==> config.mk <==
export PLATFORM = sky130hd
export DESIGN_NAME = wb_arbiter
export DESIGN_NICKNAME = d
export VERILOG_FILES = /design/src/rtl/wb_arbiter_pkg.sv /design/src/rtl/wb_src_fifo.sv /design/src/rtl/wb_arbiter.sv
export SDC_FILE = /design/constraint.sdc
export NUM_CORES = 1
export LEC_CHECK = 0
export CAP_MARGIN = 40
export CORE_AREA = 2 2 155 271
export CTS_BUF_LIST = sky130_fd_sc_hd__clkbuf_2
export CTS_CLUSTER_DIAMETER = 60
export CTS_CLUSTER_SIZE = 12
export DETAILED_ROUTE_END_ITERATION = 12
export DIE_AREA = 0 0 157 273
export GPL_TIMING_DRIVEN = 0
export PLACE_DENSITY_LB_ADDON = 0.08
export SLEW_MARGIN = 0
export SYNTH_ARGS = -nofsm -noshare
export SYNTH_HDL_FRONTEND = slang
export SYNTH_HIERARCHICAL = 1
export SYNTH_SLANG_ARGS = --single-unit
export TNS_END_PERCENT = 50
==> constraint.sdc <==
create_clock -name clk -period 12.2 [get_ports clk]
set_clock_uncertainty 0.05 [all_clocks]
set_input_delay 3.05 -clock clk [delete_from_list [all_inputs] [get_ports clk]]
set_output_delay 3.05 -clock clk [all_outputs]
set_load 0.01 [all_outputs]
==> src/rtl/wb_arbiter_pkg.sv <==
// Shared types and sizing for the write-back arbiter: FU result payload,
// completion port and the source/port counts used by the core.
package wb_arbiter_pkg;

    localparam int TRANS_ID_BITS = 4;
    localparam int NR_WB_SRC     = 5;
    localparam int NR_WB_PORTS   = 3;
    localparam int WB_SRC_DEPTH  = 2;

    typedef logic [NR_WB_SRC-1:0] wb_src_bitvector_t;

    typedef struct packed {
        logic [TRANS_ID_BITS-1:0] id;
        logic [4:0]               rd;
        logic [31:0]              data;
    } fu_output_t;

    typedef struct packed {
        logic                     valid;
        logic [TRANS_ID_BITS-1:0] id;
    } completion_port_t;

    // Single-step modulo; callers guarantee idx < 2*n.
    function automatic int wrap_idx(input int idx, input int n);
        return (idx >= n) ? idx - n : idx;
    endfunction

endpackage

==> src/rtl/wb_src_fifo.sv <==
// Per-source circular result buffer. Flush wins over push and pop; a push
// while full is ignored (the arbiter never issues one).
module wb_src_fifo
    import wb_arbiter_pkg::*;
#(
    parameter int DEPTH = WB_SRC_DEPTH
) (
    input  logic       clk,
    input  logic       rst,
    input  logic       push,
    input  logic       pop,
    input  logic       flush,
    input  fu_output_t data_in,
    output fu_output_t data_out,
    output logic       full,
    output logic       empty
);

    localparam int PTR_W = $clog2(DEPTH);
    localparam int CNT_W = PTR_W + 1;

    logic [PTR_W-1:0] head;
    logic [PTR_W-1:0] tail;
    logic [CNT_W-1:0] count;
    fu_output_t       mem [DEPTH];
    logic             do_push;
    logic             do_pop;

    assign full     = (count == CNT_W'(DEPTH));
    assign empty    = (count == '0);
    assign do_push  = push & ~full;
    assign do_pop   = pop & ~empty;
    assign data_out = mem[head];

    // DEPTH is a power of two, so pointer increments wrap naturally.
    always_ff @(posedge clk or posedge rst) begin
        if (rst) begin
            head  <= '0;
            tail  <= '0;
            count <= '0;
        end else if (flush) begin
            head  <= '0;
            tail  <= '0;
            count <= '0;
        end else begin
            if (do_push) tail <= tail + PTR_W'(1);
            if (do_pop)  head <= head + PTR_W'(1);
            if (do_push && !do_pop)      count <= count + CNT_W'(1);
            else if (do_pop && !do_push) count <= count - CNT_W'(1);
        end
    end

    always_ff @(posedge clk) begin
        if (do_push) mem[tail] <= data_in;
    end

    a_no_push_full: assert property (@(posedge clk) disable iff (rst) !(push && full));
    a_count_bound:  assert property (@(posedge clk) disable iff (rst) count <= CNT_W'(DEPTH));

endmodule

==> src/rtl/wb_arbiter.sv <==
// Merges buffered FU results onto NR_OUT write-back ports with round-robin
// priority; outputs come straight from the buffer heads.
module wb_arbiter
    import wb_arbiter_pkg::*;
#(
    parameter int NR_SRC = NR_WB_SRC,
    parameter int NR_OUT = NR_WB_PORTS,
    parameter int DEPTH  = WB_SRC_DEPTH
) (
    input  logic             clk,
    input  logic             rst,
    input  fu_output_t       src_i       [NR_SRC],
    input  logic [NR_SRC-1:0] src_valid_i,
    output logic [NR_SRC-1:0] src_ready_o,
    input  logic             squash_i,
    output fu_output_t       wb_o        [NR_OUT],
    output logic [NR_OUT-1:0] wb_valid_o,
    output completion_port_t compl_o     [NR_OUT]
);

    localparam int SRC_W = (NR_SRC > 1) ? $clog2(NR_SRC) : 1;

    logic [NR_SRC-1:0] full;
    logic [NR_SRC-1:0] empty;
    logic [NR_SRC-1:0] push;
    logic [NR_SRC-1:0] pop;
    logic [NR_SRC-1:0] taken;
    fu_output_t        head_data [NR_SRC];
    logic [SRC_W-1:0]  rr_ptr;
    logic [SRC_W-1:0]  rr_next;
    logic [SRC_W-1:0]  idx;
    logic [SRC_W-1:0]  port_src  [NR_OUT];
    logic [NR_OUT-1:0] port_vld;

    assign src_ready_o = ~full & {NR_SRC{~rst}};
    assign push        = src_valid_i & src_ready_o;

    for (genvar s = 0; s < NR_SRC; s++) begin : g_src
        wb_src_fifo #(.DEPTH(DEPTH)) u_fifo (
            .clk      (clk),
            .rst      (rst),
            .push     (push[s]),
            .pop      (pop[s]),
            .flush    (squash_i),
            .data_in  (src_i[s]),
            .data_out (head_data[s]),
            .full     (full[s]),
            .empty    (empty[s])
        );
    end

    // Each port takes the first not-yet-taken non-empty source in scan
    // order starting at rr_ptr, which yields the first NR_OUT in order.
    always_comb begin
        taken    = '0;
        port_vld = '0;
        idx      = '0;
        rr_next  = rr_ptr;
        for (int p = 0; p < NR_OUT; p++) port_src[p] = '0;
        for (int p = 0; p < NR_OUT; p++) begin
            for (int i = 0; i < NR_SRC; i++) begin
                idx = SRC_W'(wrap_idx(int'(rr_ptr) + i, NR_SRC));
                if (!port_vld[p] && !empty[idx] && !taken[idx]) begin
                    port_vld[p] = 1'b1;
                    port_src[p] = idx;
                    taken[idx]  = 1'b1;
                end
            end
            if (port_vld[p]) rr_next = SRC_W'(wrap_idx(int'(port_src[p]) + 1, NR_SRC));
        end
        pop = taken;
        if (squash_i) begin
            pop      = '0;
            port_vld = '0;
        end
    end

    always_ff @(posedge clk or posedge rst) begin
        if (rst)           rr_ptr <= '0;
        else if (squash_i) rr_ptr <= '0;
        else               rr_ptr <= rr_next;
    end

    always_comb begin
        wb_valid_o = port_vld;
        for (int p = 0; p < NR_OUT; p++) begin
            wb_o[p]          = port_vld[p] ? head_data[port_src[p]] : '0;
            compl_o[p].valid = port_vld[p];
            compl_o[p].id    = wb_o[p].id;
        end
    end

    for (genvar p = 0; p < NR_OUT; p++) begin : g_uniq
        for (genvar q = p + 1; q < NR_OUT; q++) begin : g_pair
            a_distinct_src: assert property (@(posedge clk) disable iff (rst)
                !(port_vld[p] && port_vld[q] && port_src[p] == port_src[q]));
        end
    end

endmodule

After elaboration in Yosys (flattened, before gate mapping). Memory sizes are Yosys's and may differ from the RTL's. Cells that the tools add are included.

Add/sub/neg operators: 35. $lt $le $gt $ge: 21. Equality and inequality tests: 5. Muxes and demuxes: 165. Bitwise logic cells: 41. Reductions and logical operators: 105.

Operator list (count): binary-select mux 41 bit (select 3 bit) (3); 2-to-1 mux 41 bit (9); 2-to-1 mux 3 bit (28); 2-to-1 mux 5 bit (16); 2-to-1 mux 1 bit (70); bitwise OR 5 bit (14); binary-select mux 1 bit (select 3 bit) (19); logical AND 1 bit (42); zero test 1 bit (42); 2-to-1 mux 2 bit (15); >= comparator 4 x 3 -> 1 bit (second input constant) (7); subtractor 3 bit (second input constant) (8); < comparator 3 x 4 -> 1 bit (second input constant) (5); nonzero test 2 bit (10); adder 3 x 1 -> 4 bit (second input constant) (4); demux 1 bit (select 3 bit) (5); >= comparator 3 x 1 -> 1 bit (second input constant) (5); nonzero test 3 bit (5); >= comparator 4 bit (second input constant) (3); inverter 3 -> 4 bit (3); inverter 1 bit (11); adder 1 bit (second input constant) (10); adder 2 x 1 -> 2 bit (second input constant) (5); bitwise AND 1 bit (10); 9 further kinds (23).

Bits in registers: 23. Memory bits (writable): 410. ROM bits: 8. Bits of input ports: 213. Output and inout port bits: 146. Logic and storage cells: 394. Memories: 6.

Memories: g_src[0].u_fifo.mem (words 2, bits a word 41, read ports 1, clocked after memory_dff 0, write ports 1, RTL line wb_src_fifo.sv:25) `fu_output_t mem [DEPTH];`; g_src[1].u_fifo.mem (words 2, bits a word 41, read ports 1, clocked after memory_dff 0, write ports 1, RTL line wb_src_fifo.sv:25); g_src[2].u_fifo.mem (words 2, bits a word 41, read ports 1, clocked after memory_dff 0, write ports 1, RTL line wb_src_fifo.sv:25); g_src[3].u_fifo.mem (words 2, bits a word 41, read ports 1, clocked after memory_dff 0, write ports 1, RTL line wb_src_fifo.sv:25); g_src[4].u_fifo.mem (words 2, bits a word 41, read ports 1, clocked after memory_dff 0, write ports 1, RTL line wb_src_fifo.sv:25); (name not given) (words 8, bits a word 1, read ports 1, clocked after memory_dff 0, write ports 0, RTL line wb_arbiter.sv:63) `if (!port_vld[p] && !empty[idx] && !taken[idx]) begin`.

Logic depth before layout (Yosys ltp). Gate-level depths: netlist of the first run.

Word-level depth: 83. Gate-level depth with buffers: 32.

Cells and area by module. Netlist of the first run, hierarchy kept.

Modules (own cells, without submodules): wb_src_fifo (times used 5, cells each 152, area each 3166.8 um^2, sequential area each 2562.5 um^2); wb_arbiter (times used 1, cells each 1285, area each 8793.4 um^2, sequential area each 75.1 um^2).

Worst setup path after synthesis of the first run. OpenSTA, ideal clock, no wires.

Kind: reg2out. From: register rr_ptr[0]. To: output wb_o[40] (netlist bit). Data arrival time: 5.726 ns. Required time: 9.100 ns. Setup slack: 3.374 ns. Cell stages (with the launch flop): 29. Path buffers: 7. Cells stage by stage: dfrtp_1 > buf_6 > inv_1 > buf_2 > ha_1 > inv_1 > fa_1 > clkbuf_1 > inv_1 > nand3_1 > a22oi_1 > and2_1 > o21ai_4 > o21a_1 > o31a_2 > a21o_1 > a221o_1 > a21oi_1 > nor4b_2 > nand2_1 > o311ai_2 > mux2_4 > buf_6 > buf_6 > buf_6 > mux2i_1 > o22ai_1 > a21o_1 > buf_4.

RTL lines: start: declaration (RTL line wb_arbiter.sv:29) `logic [SRC_W-1:0] rr_ptr;`; start signal: assignment (RTL line wb_arbiter.sv:81) `else rr_ptr <= rr_next;`; end: declaration (RTL line wb_arbiter.sv:16) `output fu_output_t wb_o [NR_OUT],`.

==> results.rst, run 1 <==
.. list-table::
   :header-rows: 1

   * - Metric
     - Value
   * - Outcome
     - finished with violations
   * - Failing checks
     - setup timing
   * - Kind of capture point of the worst setup path
     - output pin
   * - Critical path startpoint
     - rr_ptr[0]
   * - TritonCTS Sinks
     - between 400 and 500
   * - Total number of nets in the final design
     - ~2700
   * - Hold WC Path Type
     - register to register
   * - Fraction of registers with async set/reset
     - 5.31%
   * - Cells after synthesis
     - slightly above 2000
   * - CP startpoint kind
     - register
   * - Final worst setup slack
     - -0.151 ns
   * - Worst reg2reg path startpoint
     - rr_ptr[0]
   * - Drt pass-1 iters
     - 12
   * - Number of CTS-inserted buffers
     - between 40 and 50
   * - Die Footprint
     - 0.0429 mm^2
   * - Post-Layout Inst Area
     - roughly 0.03 mm^2
   * - Post-layout minimum cycle time
     - roughly 12 ns
   * - Count of max-cap constraint violations
     - 0
   * - Core utilization of the finished layout
     - between 70% and 80%
   * - Cell type with the largest total area after synthesis
     - sky130_fd_sc_hd__edfxtp_1
   * - Wire length per cell after detailed routing
     - roughly 31 um
   * - Dominant cells by area after synthesis
     - sky130_fd_sc_hd__edfxtp_1, sky130_fd_sc_hd__mux2i_1, sky130_fd_sc_hd__mux2_2
   * - Final count of negative-setup-slack endpoints
     - 10
   * - H-tree depth reported by CTS
     - 2
   * - Number of enable-type register cells in the synthesized netlist
     - 410
   * - Dominant synthesized flop cell
     - sky130_fd_sc_hd__edfxtp_1
   * - Post-CTS clock slew at the launch and capture registers of the worst setup and hold paths
     - roughly 0.28 ns
   * - Slew Limit Headroom
     - roughly 34%
   * - Share of Yosys cell area claimed by the top area cell type
     - ~50%
   * - First-iteration detailed-routing DRC count
     - about 2800
   * - Unique cell type count in the Yosys netlist
     - 100
   * - Fraction of the yosys area taken by sequential cells
     - between 50% and 60%
   * - Cell depth of the worst flop-to-flop path
     - 31
   * - Critical path start-end classification
     - register to output pin
   * - Share of layout cells above drive strength 1
     - about a fifth
   * - Core Rows
     - between 90 and 100
   * - Number of buffers on the longest clock path
     - 3
   * - Hold-fix buffers at CTS
     - 0
   * - Wire length of the first global-routing pass
     - approximately 140000 um
   * - Post-synthesis share of cell area spent on full adders, half adders and majority gates
     - ~1.0%
   * - Horizontal die dimension
     - 157 um
   * - Via density per instance
     - around 7
   * - Total via count in the routed design
     - ~21000
   * - Synthesized-area fraction occupied by and/or/nand/nor cells
     - a little under a tenth
   * - Vias in the first global route
     - 21700
   * - Residual DRC
     - 0
   * - Cell area reported after detailed placement
     - 0.0292 mm^2
   * - Maximum number of pins on one net before global-route repair
     - 32
   * - Combinational family with the most area after synthesis
     - multiplexers
   * - Data arrival, critical path
     - a little over 9 ns
   * - Cell Area, Synth
     - between 0.02 and 0.025 mm^2
   * - Residual overflow from global routing
     - 0
   * - Worst Setup Slack post-DPL
     - roughly 0.33 ns
   * - Period utilization
     - 101%
   * - Highest clock frequency the design can meet
     - slightly above 0.08 GHz
   * - Launch point of the worst hold path
     - g_src[0].u_fifo/tail
   * - Clk Tree Root Cell
     - sky130_fd_sc_hd__clkbuf_2
   * - Crit Path Max Fanout
     - 11
   * - Post-Synth XOR/XNOR Area
     - less than 1%
   * - Setup repair after global routing missed its margin
     - yes
   * - Die height
     - approximately 270 um
   * - Total routing resource utilization after global routing
     - around 43%
   * - Synthesized flop and latch total
     - about 430
   * - Antenna violations before repair
     - 14
   * - Top-level port count
     - 359
   * - Starting utilization of the core area
     - between 60% and 70%
   * - Synthesized Nets
     - between 2000 and 2500
   * - Fraction of synthesized area in multiplexers
     - 20.4%
   * - Required time reported for the critical path endpoint
     - just over 9 ns
   * - Total of warnings raised by yosys
     - 6
   * - Worst slew pin tran
     - a little under 1 ns
   * - Clock insertion delay at the later pin of the skew report
     - approximately 1.0 ns
   * - Final Slew Violations
     - 0
   * - Final HPWL from detailed placement
     - 69800 um
   * - Aggregate routed wire length
     - between 90000 and 100000 um
   * - Area of the placeable core
     - 0.0406 mm^2
   * - GPL Wtd Cong
     - 1.01
   * - Compound-Gate Fraction of Synth Area
     - between 10% and 20%
   * - Leading cell type by number of instances after synthesis
     - sky130_fd_sc_hd__edfxtp_1
   * - Layout overhead on the synthesized area
     - 21.2%
   * - Mean cell area of the mapped netlist
     - roughly 12 um^2
   * - Ranking of synthesized cells by instance count
     - sky130_fd_sc_hd__edfxtp_1, sky130_fd_sc_hd__mux2i_1, sky130_fd_sc_hd__nand2_1
   * - CTS tree
     - done
   * - Final hold violation count
     - 0
   * - Hold path depth
     - 2
   * - Number of port buffers
     - between 300 and 400
   * - DRT antenna net count
     - 0
## registers in the layout, summed over array words and instances (netlist names)
register,count
g_src.u_fifo/tail,5
g_src.u_fifo/count,10
g_src.u_fifo/head,5
rr_ptr,3
g_src.u_fifo/mem,410
## critical path, cell delays in order, from the launching register on
cell and delay [ns]:
sky130_fd_sc_hd__dfrtp_1 0.53, sky130_fd_sc_hd__buf_6 0.19, sky130_fd_sc_hd__inv_1 0.07, sky130_fd_sc_hd__buf_2 0.29
sky130_fd_sc_hd__ha_1 0.33, sky130_fd_sc_hd__inv_1 0.08, sky130_fd_sc_hd__fa_1 0.38, sky130_fd_sc_hd__clkbuf_1 0.23
sky130_fd_sc_hd__inv_1 0.16, sky130_fd_sc_hd__nand3_1 0.17, sky130_fd_sc_hd__a22oi_2 0.32, sky130_fd_sc_hd__buf_4 0.17
sky130_fd_sc_hd__and2_1 0.30, sky130_fd_sc_hd__o21ai_2 0.21, sky130_fd_sc_hd__o311ai_1 0.44, sky130_fd_sc_hd__nand3_1 0.24
sky130_fd_sc_hd__o2111a_2 0.27, sky130_fd_sc_hd__buf_4 0.18, sky130_fd_sc_hd__nand3_1 0.09, sky130_fd_sc_hd__o211ai_1 0.12
sky130_fd_sc_hd__a221oi_1 0.58, sky130_fd_sc_hd__clkinv_1 0.54, sky130_fd_sc_hd__nor3_2 0.62, sky130_fd_sc_hd__clkbuf_1 0.68
sky130_fd_sc_hd__a32oi_1 0.11, sky130_fd_sc_hd__nor2_1 0.28, sky130_fd_sc_hd__clkdlybuf4s50_1 0.60
## final cells by class
type	count	area [um^2]
diodes	14	35.0
multi-input cells	1420	11000
flip-flops and latches	433	12900
well taps	550	688
clock inverters	4	37.5
fillers	2618	10700
plain buffers	151	820
clock buffers	52	260
inverters	41	154
repair buffers	386	3960
## final timing paths
kind / endpoint / slack [ns]
min: g_src[0].u_fifo/tail / 0.52
max in group asynchronous: g_src[0].u_fifo/tail / 9.34
min reg2reg: g_src[0].u_fifo/tail / 0.52
max reg2reg: rr_ptr[0] / 4.27
min in group asynchronous: rr_ptr[1] / 2.47
max: wb_o[53] / -0.15
## routing by layer
layer  GRT usage (%)  vias to the layer above  part of all wire, %
met5               0                        -                0.063
met4            36.4                        4                   11
met3            9.37                      742                   12
met2            73.6                     2037                   48
met1            45.8                    10000                   29
li1                -                     8658                    -
## placed cells by master (no fill, tap or decap), drive strengths merged, types with 11 or more instances in the layout
master,synthesis,layout
a221oi,11,11
buf,83,114
a21oi,52,52
inv,37,39
nor2,154,154
mux2,212,212
nand3,20,20
a21o,45,45
clkdlybuf4s50,0,358
a32oi,83,83
diode,0,14
nor3,26,26
xor2,15,15
clkbuf,69,117
dfrtp,23,23
and2,18,18
nand2,213,213
mux2i,260,260
or3,14,14
o22ai,46,46
edfxtp,410,410
o21ai,43,44
ha,19,19
a211oi,18,18
o211ai,19,19
nand2b,18,18
nor2b,11,11
a31oi,14,14
## timing repair
action                                  in CTS  in global routing
pin swaps                                    1                  3
buffers inserted                             1                  7
gates resized for setup                     25                 33
gates cloned                                 0                  1
endpoints found under the setup margin      89                 90
## through the flow
stage,hold WS (ns),std cells,TNS [ns]
finish,0.525,3051,-0.488
global placement,0.486,2953,0
floorplan,0.467,2045,0
detailed placement,0.497,2973,0
global route,0.539,3051,-1.04
CTS,0.521,3029,0
## kinds of logic (layout without fill, tap and decap cells)
logic type / count (synthesis) / in the layout
AND/OR/NAND/NOR: 503 / 503
adder cells (fa/ha/maj): 20 / 20
multiplexers: 472 / 472
flip-flops: 433 / 433
AO/OA/AOI/OAI: 400 / 401
XOR/XNOR: 24 / 24
buffers and inverters: 193 / 634
other: 0 / 14
Power of run 1 is not shown: default switching activity piles up to over one toggle a cycle in this logic, so the estimate is an artifact.
==> run 2, diff against run 1 <==
--- a/config.mk
+++ b/config.mk
@@ -13,6 +13,7 @@
 export DETAILED_ROUTE_END_ITERATION = 12
 export DIE_AREA = 0 0 157 273
 export GPL_TIMING_DRIVEN = 0
+export MAX_ROUTING_LAYER = met4
 export PLACE_DENSITY_LB_ADDON = 0.08
 export SLEW_MARGIN = 0
 export SYNTH_ARGS = -nofsm -noshare
==> run 2 against run 1 <==
Effect of this change:
- the flow now finishes without violations
- sequential cell count is the same
- first-iteration DRC count up 5.5%
- wire length is 2.8% lower
- final cell count rose by 0.69%
- fmax rose by 1.7%
- critical path depth fell by 1
- non-clock buffer count up 4
- design area up 0.37%
- sequential share of layout area down 0.16 points
- global-route usage is 0.52 points higher
- via count shrank 1.4%
- core utilization increased by 0.27 points
- largest cell class unchanged
==> results.rst, run 2 (synthesis results as in run 1) <==
.. list-table::
   :header-rows: 1

   * - Metric
     - Value
   * - Worst Setup Slack post-DPL
     - 0.224 ns (-0.106 ns)
   * - Core Rows
     - 98 (unchanged)
   * - Final worst setup slack
     - 0.0610 ns (+0.212 ns)
   * - Cell depth of the worst flop-to-flop path
     - 29 (-6.5%)
   * - Crit Path Max Fanout
     - 11 (unchanged)
   * - Number of buffers on the longest clock path
     - 3 (unchanged)
   * - Residual DRC
     - 0 (unchanged)
   * - Commonest cells after routing, fill and taps aside
     - sky130_fd_sc_hd__edfxtp_1, sky130_fd_sc_hd__clkdlybuf4s50_1, sky130_fd_sc_hd__mux2i_1
   * - Worst slew pin tran
     - 0.912 ns (-0.0752 ns)
   * - Drt pass-1 iters
     - 10 (-2)
   * - Period utilization
     - 99.5% (-1.7 points)
   * - Top-level port count
     - 359 (unchanged)
   * - Number of filler cells placed in the layout
     - 2633 (+0.57%)
   * - Count of max-cap constraint violations
     - 0 (unchanged)
   * - Hold path depth
     - 2 (unchanged)
   * - Aggregate routed wire length
     - 93000 um (-2.8%)
   * - Final HPWL from detailed placement
     - 68100 um (-2.4%)
   * - Final Slew Violations
     - 0 (unchanged)
   * - DRT antenna net count
     - 0 (unchanged)
   * - Leading cell type in the layout, fill and taps excluded
     - sky130_fd_sc_hd__edfxtp_1
   * - TritonCTS Sinks
     - 433 (unchanged)
   * - Residual overflow from global routing
     - 0 (unchanged)
   * - Post-CTS clock slew at the launch and capture registers of the worst setup and hold paths
     - 0.22 ns (-0.06 ns)
   * - Clk Tree Root Cell
     - sky130_fd_sc_hd__clkbuf_2
   * - Terminus of the critical flop-to-flop path
     - rr_ptr[1]
   * - Required time reported for the critical path endpoint
     - 9.10 ns (about the same)
   * - CTS tree
     - done
   * - Wire length of the first global-routing pass
     - 133000 um (-1.9%)
   * - First-iteration detailed-routing DRC count
     - 2933 (+5.5%)
   * - Post-layout minimum cycle time
     - 12.14 ns (-0.212 ns)
   * - Hold WC Path Type
     - register to register
   * - Flip-flop count of the largest register after layout
     - 410 (unchanged)
   * - Die Footprint
     - 0.0429 mm^2 (unchanged)
   * - Vias in the first global route
     - 21600 (-0.42%)
   * - Layout overhead on the synthesized area
     - 21.6%
   * - Total number of nets in the final design
     - 2711 (+0.074%)
   * - Total via count in the routed design
     - 21200 (-1.4%)
   * - Slew Limit Headroom
     - 39.2% (+5.0 points)
   * - Number of port buffers
     - 358 (unchanged)
   * - Top flop regs
     - g_src.u_fifo/mem: 410 flops, g_src.u_fifo/count: 10 flops
   * - GPL Wtd Cong
     - 1.01 (+0.97%)
   * - Highest clock frequency the design can meet
     - 0.0824 GHz (+1.7%)
   * - Critical path start-end classification
     - register to output pin
   * - Total negative slack for setup checks
     - 0 ns (+0.488 ns)
   * - Launch point of the worst hold path
     - g_src[0].u_fifo/tail
   * - CP startpoint kind
     - register
   * - Register-to-Register Setup Slack
     - 4.04 ns (-0.23 ns)
   * - Horizontal die dimension
     - 157 um (unchanged)
   * - H-tree depth reported by CTS
     - 2 (unchanged)
   * - Maximum number of pins on one net before global-route repair
     - 32 (unchanged)
   * - Largest reg by FF count
     - g_src.u_fifo/mem
   * - Final count of negative-setup-slack endpoints
     - 0 (-10)
   * - Data arrival, critical path
     - 9.04 ns (-0.21 ns)
   * - Wire length per cell after detailed routing
     - 30.3 um (-3.5%)
   * - Worst reg2reg path startpoint
     - rr_ptr[0]
   * - Via density per instance
     - 6.89 (-2.0%)
   * - Clock insertion delay at the later pin of the skew report
     - 1.05 ns (+0.03 ns)
   * - Antenna violations before repair
     - 16 (+2)
   * - Destination of the worst hold path
     - g_src[0].u_fifo/tail
   * - Outcome
     - finished, final reports clean
   * - Starting utilization of the core area
     - 60.7% (unchanged)
   * - Area of the placeable core
     - 0.0406 mm^2 (unchanged)
   * - Kind of capture point of the worst setup path
     - output pin
   * - Sequential cell area
     - 0.0129 mm^2 (unchanged)
   * - Core utilization of the finished layout
     - 73.8% (+0.27 points)
   * - Multi-input gate area in the final layout
     - 0.0110 mm^2 (-0.31%)
   * - WHS
     - 0.535 ns (+0.0106 ns)
   * - Number of CTS-inserted buffers
     - 42 (-2.3%)
   * - Final hold violation count
     - 0 (unchanged)
   * - Total routing resource utilization after global routing
     - 44.0% (+0.52 points)
   * - Share of layout cells above drive strength 1
     - 19.2% (+0.31 points)
   * - Die height
     - 273 um (unchanged)
run 2: worst max-delay path, cell delays in order, from the launching register on:
cell,delay (ns)
sky130_fd_sc_hd__dfrtp_1,0.52
sky130_fd_sc_hd__buf_6,0.19
sky130_fd_sc_hd__inv_1,0.07
sky130_fd_sc_hd__buf_2,0.28
sky130_fd_sc_hd__ha_1,0.32
sky130_fd_sc_hd__ha_1,0.28
sky130_fd_sc_hd__buf_2,0.20
sky130_fd_sc_hd__a211o_1,0.25
sky130_fd_sc_hd__and3_1,0.15
sky130_fd_sc_hd__buf_2,0.19
sky130_fd_sc_hd__o211ai_4,0.20
sky130_fd_sc_hd__o211ai_1,0.16
sky130_fd_sc_hd__buf_4,0.19
sky130_fd_sc_hd__o21bai_1,0.51
sky130_fd_sc_hd__o31ai_1,0.18
sky130_fd_sc_hd__a31oi_1,0.31
sky130_fd_sc_hd__o2111ai_1,0.26
sky130_fd_sc_hd__o221ai_2,0.31
sky130_fd_sc_hd__nor3_1,0.16
sky130_fd_sc_hd__a221oi_1,0.67
sky130_fd_sc_hd__clkinv_1,0.54
sky130_fd_sc_hd__nor3_2,0.58
sky130_fd_sc_hd__clkbuf_2,0.43
sky130_fd_sc_hd__a32oi_1,0.11
sky130_fd_sc_hd__nor2_1,0.34
sky130_fd_sc_hd__clkdlybuf4s50_1,0.63
run 2: cell type report:
| class | count | area share [%] |
|---|---|---|
| Inverter | 41 | 0.514 |
| Timing Repair Buffer | 390 | 13.3 |
| Sequential cell | 433 | 43.0 |
| Clock inverter | 4 | 0.267 |
| Clock buffer | 66 | 1.10 |
| Multi-Input combinational cell | 1419 | 36.6 |
| Antenna cell | 18 | 0.150 |
| Buffer | 151 | 2.74 |
| Tap cell | 550 | 2.30 |
run 2: metrics by stage:
step                      std cells  cell area (um^2)
after global routing           3071             29900
after detailed placement       2976             29200
after global placement         2953             28900
final                          3072             29900
after floorplan                2045             24600
after CTS                      3047             29700
run 2: worst max path at each step:
stage,end,slack [ns],startpoint,cells past startpoint
final,wb_o[66],0.06,rr_ptr[0],25
after global routing,wb_o[23],-0.003,rr_ptr[0],27
after CTS,wb_o[38],0.004,rr_ptr[0],28
after detailed placement,wb_o[38],0.22,rr_ptr[0],27
after global placement,wb_o[40],0.18,rr_ptr[0],28
after floorplan,wb_o[40],3.37,rr_ptr[0],28
run 2: repair_timing:
action / in CTS / in global routing
pin swaps: 1 / 2
buffers inserted: 1 / 6
hold buffers: 0 / 0
endpoints found under the setup margin: 89 / 90
gates resized for setup: 17 / 29
run 2: layer usage:
| metal | GRT usage (%) | up-vias | routed length, um |
|---|---|---|---|
| met1 | 45.2 | 9942 | 28300 |
| li1 | - | 8673 | - |
| met4 | 37.4 | 0 | 9460 |
| met3 | 9.15 | 648 | 9810 |
| met5 | - | - | 0 |
| met2 | 71.3 | 1898 | 45400 |
Power of run 2 is left out for the same reason.
==> patch: new RTL, settings of run 1 <==
The package constant `NR_WB_PORTS` goes from 3 to 2.
--- a/src/rtl/wb_arbiter_pkg.sv
+++ b/src/rtl/wb_arbiter_pkg.sv
@@ -5,5 +5,5 @@
     localparam int TRANS_ID_BITS = 4;
     localparam int NR_WB_SRC     = 5;
-    localparam int NR_WB_PORTS   = 3;
+    localparam int NR_WB_PORTS   = 2;
     localparam int WB_SRC_DEPTH  = 2;
 
Interface: changed (resized compl_o, wb_o and wb_valid_o); port bits go from 359 to 312. The function was not compared with the original's and may differ.
==> patch against run 1 <==
Design area shrank 10%; count of clock-buffer cells in the layout grew 4; critical path depth shrank 4; setup slack gained 0.35 ns; register-to-register slack gained 0.11 ns; wire length shrank 17%; sequential cell count is the same; via count shrank 23%; sequential share of layout area grew 5.0 points; area after synthesis shrank 9.5%.
Power is left out: the tool's default activity adds up to more than one toggle a clock period on the data nets, which glitch-free logic cannot reach.
==> patch: results (changes against run 1) <==
status=completed (was finished, violations left); met3 Use GR=4.76% (was 9.37%); multiplexer share of the synthesized area=18.9% (was 20.4%); CP max stage delay=0.76 ns (was 0.68 ns); synth top area cells=edfxtp_1 (55%), mux2_2 (15%), mux2i_1 (4.1%), a32oi_1 (3.1%), nand2_1 (2.7%) (was edfxtp_1 (50%), mux2i_1 (10%), mux2_2 (9.6%), nand2_1 (3.2%), a32oi_1 (2.9%)); CTS Buffer Depth=3 (unchanged); CTS root buffer=clkbuf_2 (unchanged); R2R Path End=rr_ptr[1] (was rr_ptr[0]); IO buf count=311 (was 358); clock transition at the registers of the reported paths=0.21 ns (was 0.28 ns); top layer in use=met4 (was met5); Post-synth EDFFs=410 (unchanged); Synth Area in XOR/XNOR=0.786% (was 0.854%); Syn Inst Count=1699 (was 2045); Num CTS Buffers=42 (was 43); Synth cell types=94 (was 100); total track usage=36.5% (was 43.5%); htree depth=2 (unchanged); first-pass GRT wire length=110000 um (was 135000 um); Post-synth ARST share=5.31% (unchanged); Skew-Pair Late Insertion Delay=1.01 ns; gpl congestion=0.984 (was 1.01); Seq/Total Area, Yosys=57.8% (was 52.3%); CP max stage cell=a21oi_1 (was clkbuf_1); Detailed Place HPWL=62900 um (was 69800 um); CP arrival=8.90 ns (was 9.25 ns); complex-gate fraction of the synthesized area=9.88% (was 12.4%); YS warnings=6 (unchanged); Min-Delay Path Class=flop to flop (unchanged); reg2reg path depth=24 (was 31); Starting DRT DRC Count=1403 (was 2779); top cell types by occurrence after synthesis=edfxtp_1 (410), mux2_2 (287), nand2_1 (158), nor2_1 (96), mux2i_1 (91) (was edfxtp_1 (410), mux2i_1 (257), nand2_1 (212), mux2_2 (210), nor2_1 (153)); vias in the first global route=16900 (was 21700); Pre-antenna DRT Iters=5 (was 12); Max-slew headroom=34.3% (was 34.2%); fillers=3008 (was 2618); DRT Wirelength=79400 um (was 95700 um); met1 Use GR=35.1% (was 45.8%); Largest regs=g_src.u_fifo/mem (410), g_src.u_fifo/count (10) (unchanged); drt wl/cell=30.0 um (was 31.4 um); fin nets=2307 (was 2709); Mapped Nets=1930 (was 2278); Hold Path End=g_src[2].u_fifo/tail (was g_src[0].u_fifo/tail); adder-cell share of the synthesized area=1.04% (was 1.05%); M1 WL=24500 um (was 28000 um); met2 routed WL=42100 um (was 46200 um); family with the most delay on the worst path=buffers and inverters (unchanged); largest net degree at the start of global routing=36 (was 32); vias per inst=6.28 (was 7.03); dpl cells=2581 (was 2973); Hold Path Stages=2 (unchanged); share of layout cells above drive strength 1=23.6% (was 18.9%); Hold Path Origin=g_src[2].u_fifo/tail (was g_src[0].u_fifo/tail); reg2reg start=rr_ptr[0] (unchanged); met3 wire length=4530 um (was 11100 um); Reg2Reg Setup Slack=4.38 ns (was 4.27 ns); initial antenna violation count=5 (was 14); CP Max Fanout=11 (unchanged); met2 usage=66.4% (was 73.6%)
==> patch: metrics by stage <==
stage          hold slack (ns)  util [%]  instance area [um^2]  setup WS, ns
2_1_floorplan            0.467         -                 22300          3.93
3_3_place_gp             0.487      64.3                 26100         0.950
3_5_place_dp             0.497      65.1                 26400         0.999
4_1_cts                  0.524      65.8                 26700        0.0364
5_1_grt                  0.550      65.9                 26700         0.104
6_report                 0.521      65.9                 26700         0.198
==> patch: cells by family after synthesis <==
| group | Yosys count |
|---|---|
| AOI/OAI and AO/OA | 303 |
| xor gates and xnor gates | 20 |
| adders and majority gates | 18 |
| buffers and inverters | 158 |
| DFF | 433 |
| muxes | 382 |
| and+or+nand+nor | 385 |
==> patch: worst max path at each step <==
stage	from	endpoint	slack, ns	depth (start not counted)
after global routing	rr_ptr[0]	wb_o[78]	0.10	22
after CTS	rr_ptr[0]	wb_o[78]	0.04	22
final	rr_ptr[0]	wb_o[78]	0.20	22
after floorplan	rr_ptr[0]	wb_o[38]	3.93	25
after detailed placement	rr_ptr[1]	wb_o[20]	1.0	23
after global placement	rr_ptr[1]	wb_o[20]	0.95	21
==> patch: worst min-delay path: cells and delay by family, from the launching register on <==
| family | cells | cell delay, ns |
|---|---|---|
| AOI/OAI and AO/OA | 2 | 0.13 |
| DFF | 1 | 0.43 |
==> patch: layout make-up <==
cell class              count  share of cell area [%]
multi-input cells        1108                    32.3
well taps                 550                    2.57
diodes                      5                  0.0468
clock buffers              56                    1.05
flip-flops and latches    433                    48.2
plain buffers             122                    2.46
repair buffers            333                    12.8
clock inverters             2                  0.0748
inverters                  36                   0.515
==> patch: repair_timing <==
action	4_1_cts	5_1_grt
setup endpoints to repair	20	40
buffers inserted	0	1
gates resized for setup	2	6
pin swaps	0	1
hold buffers	0	0
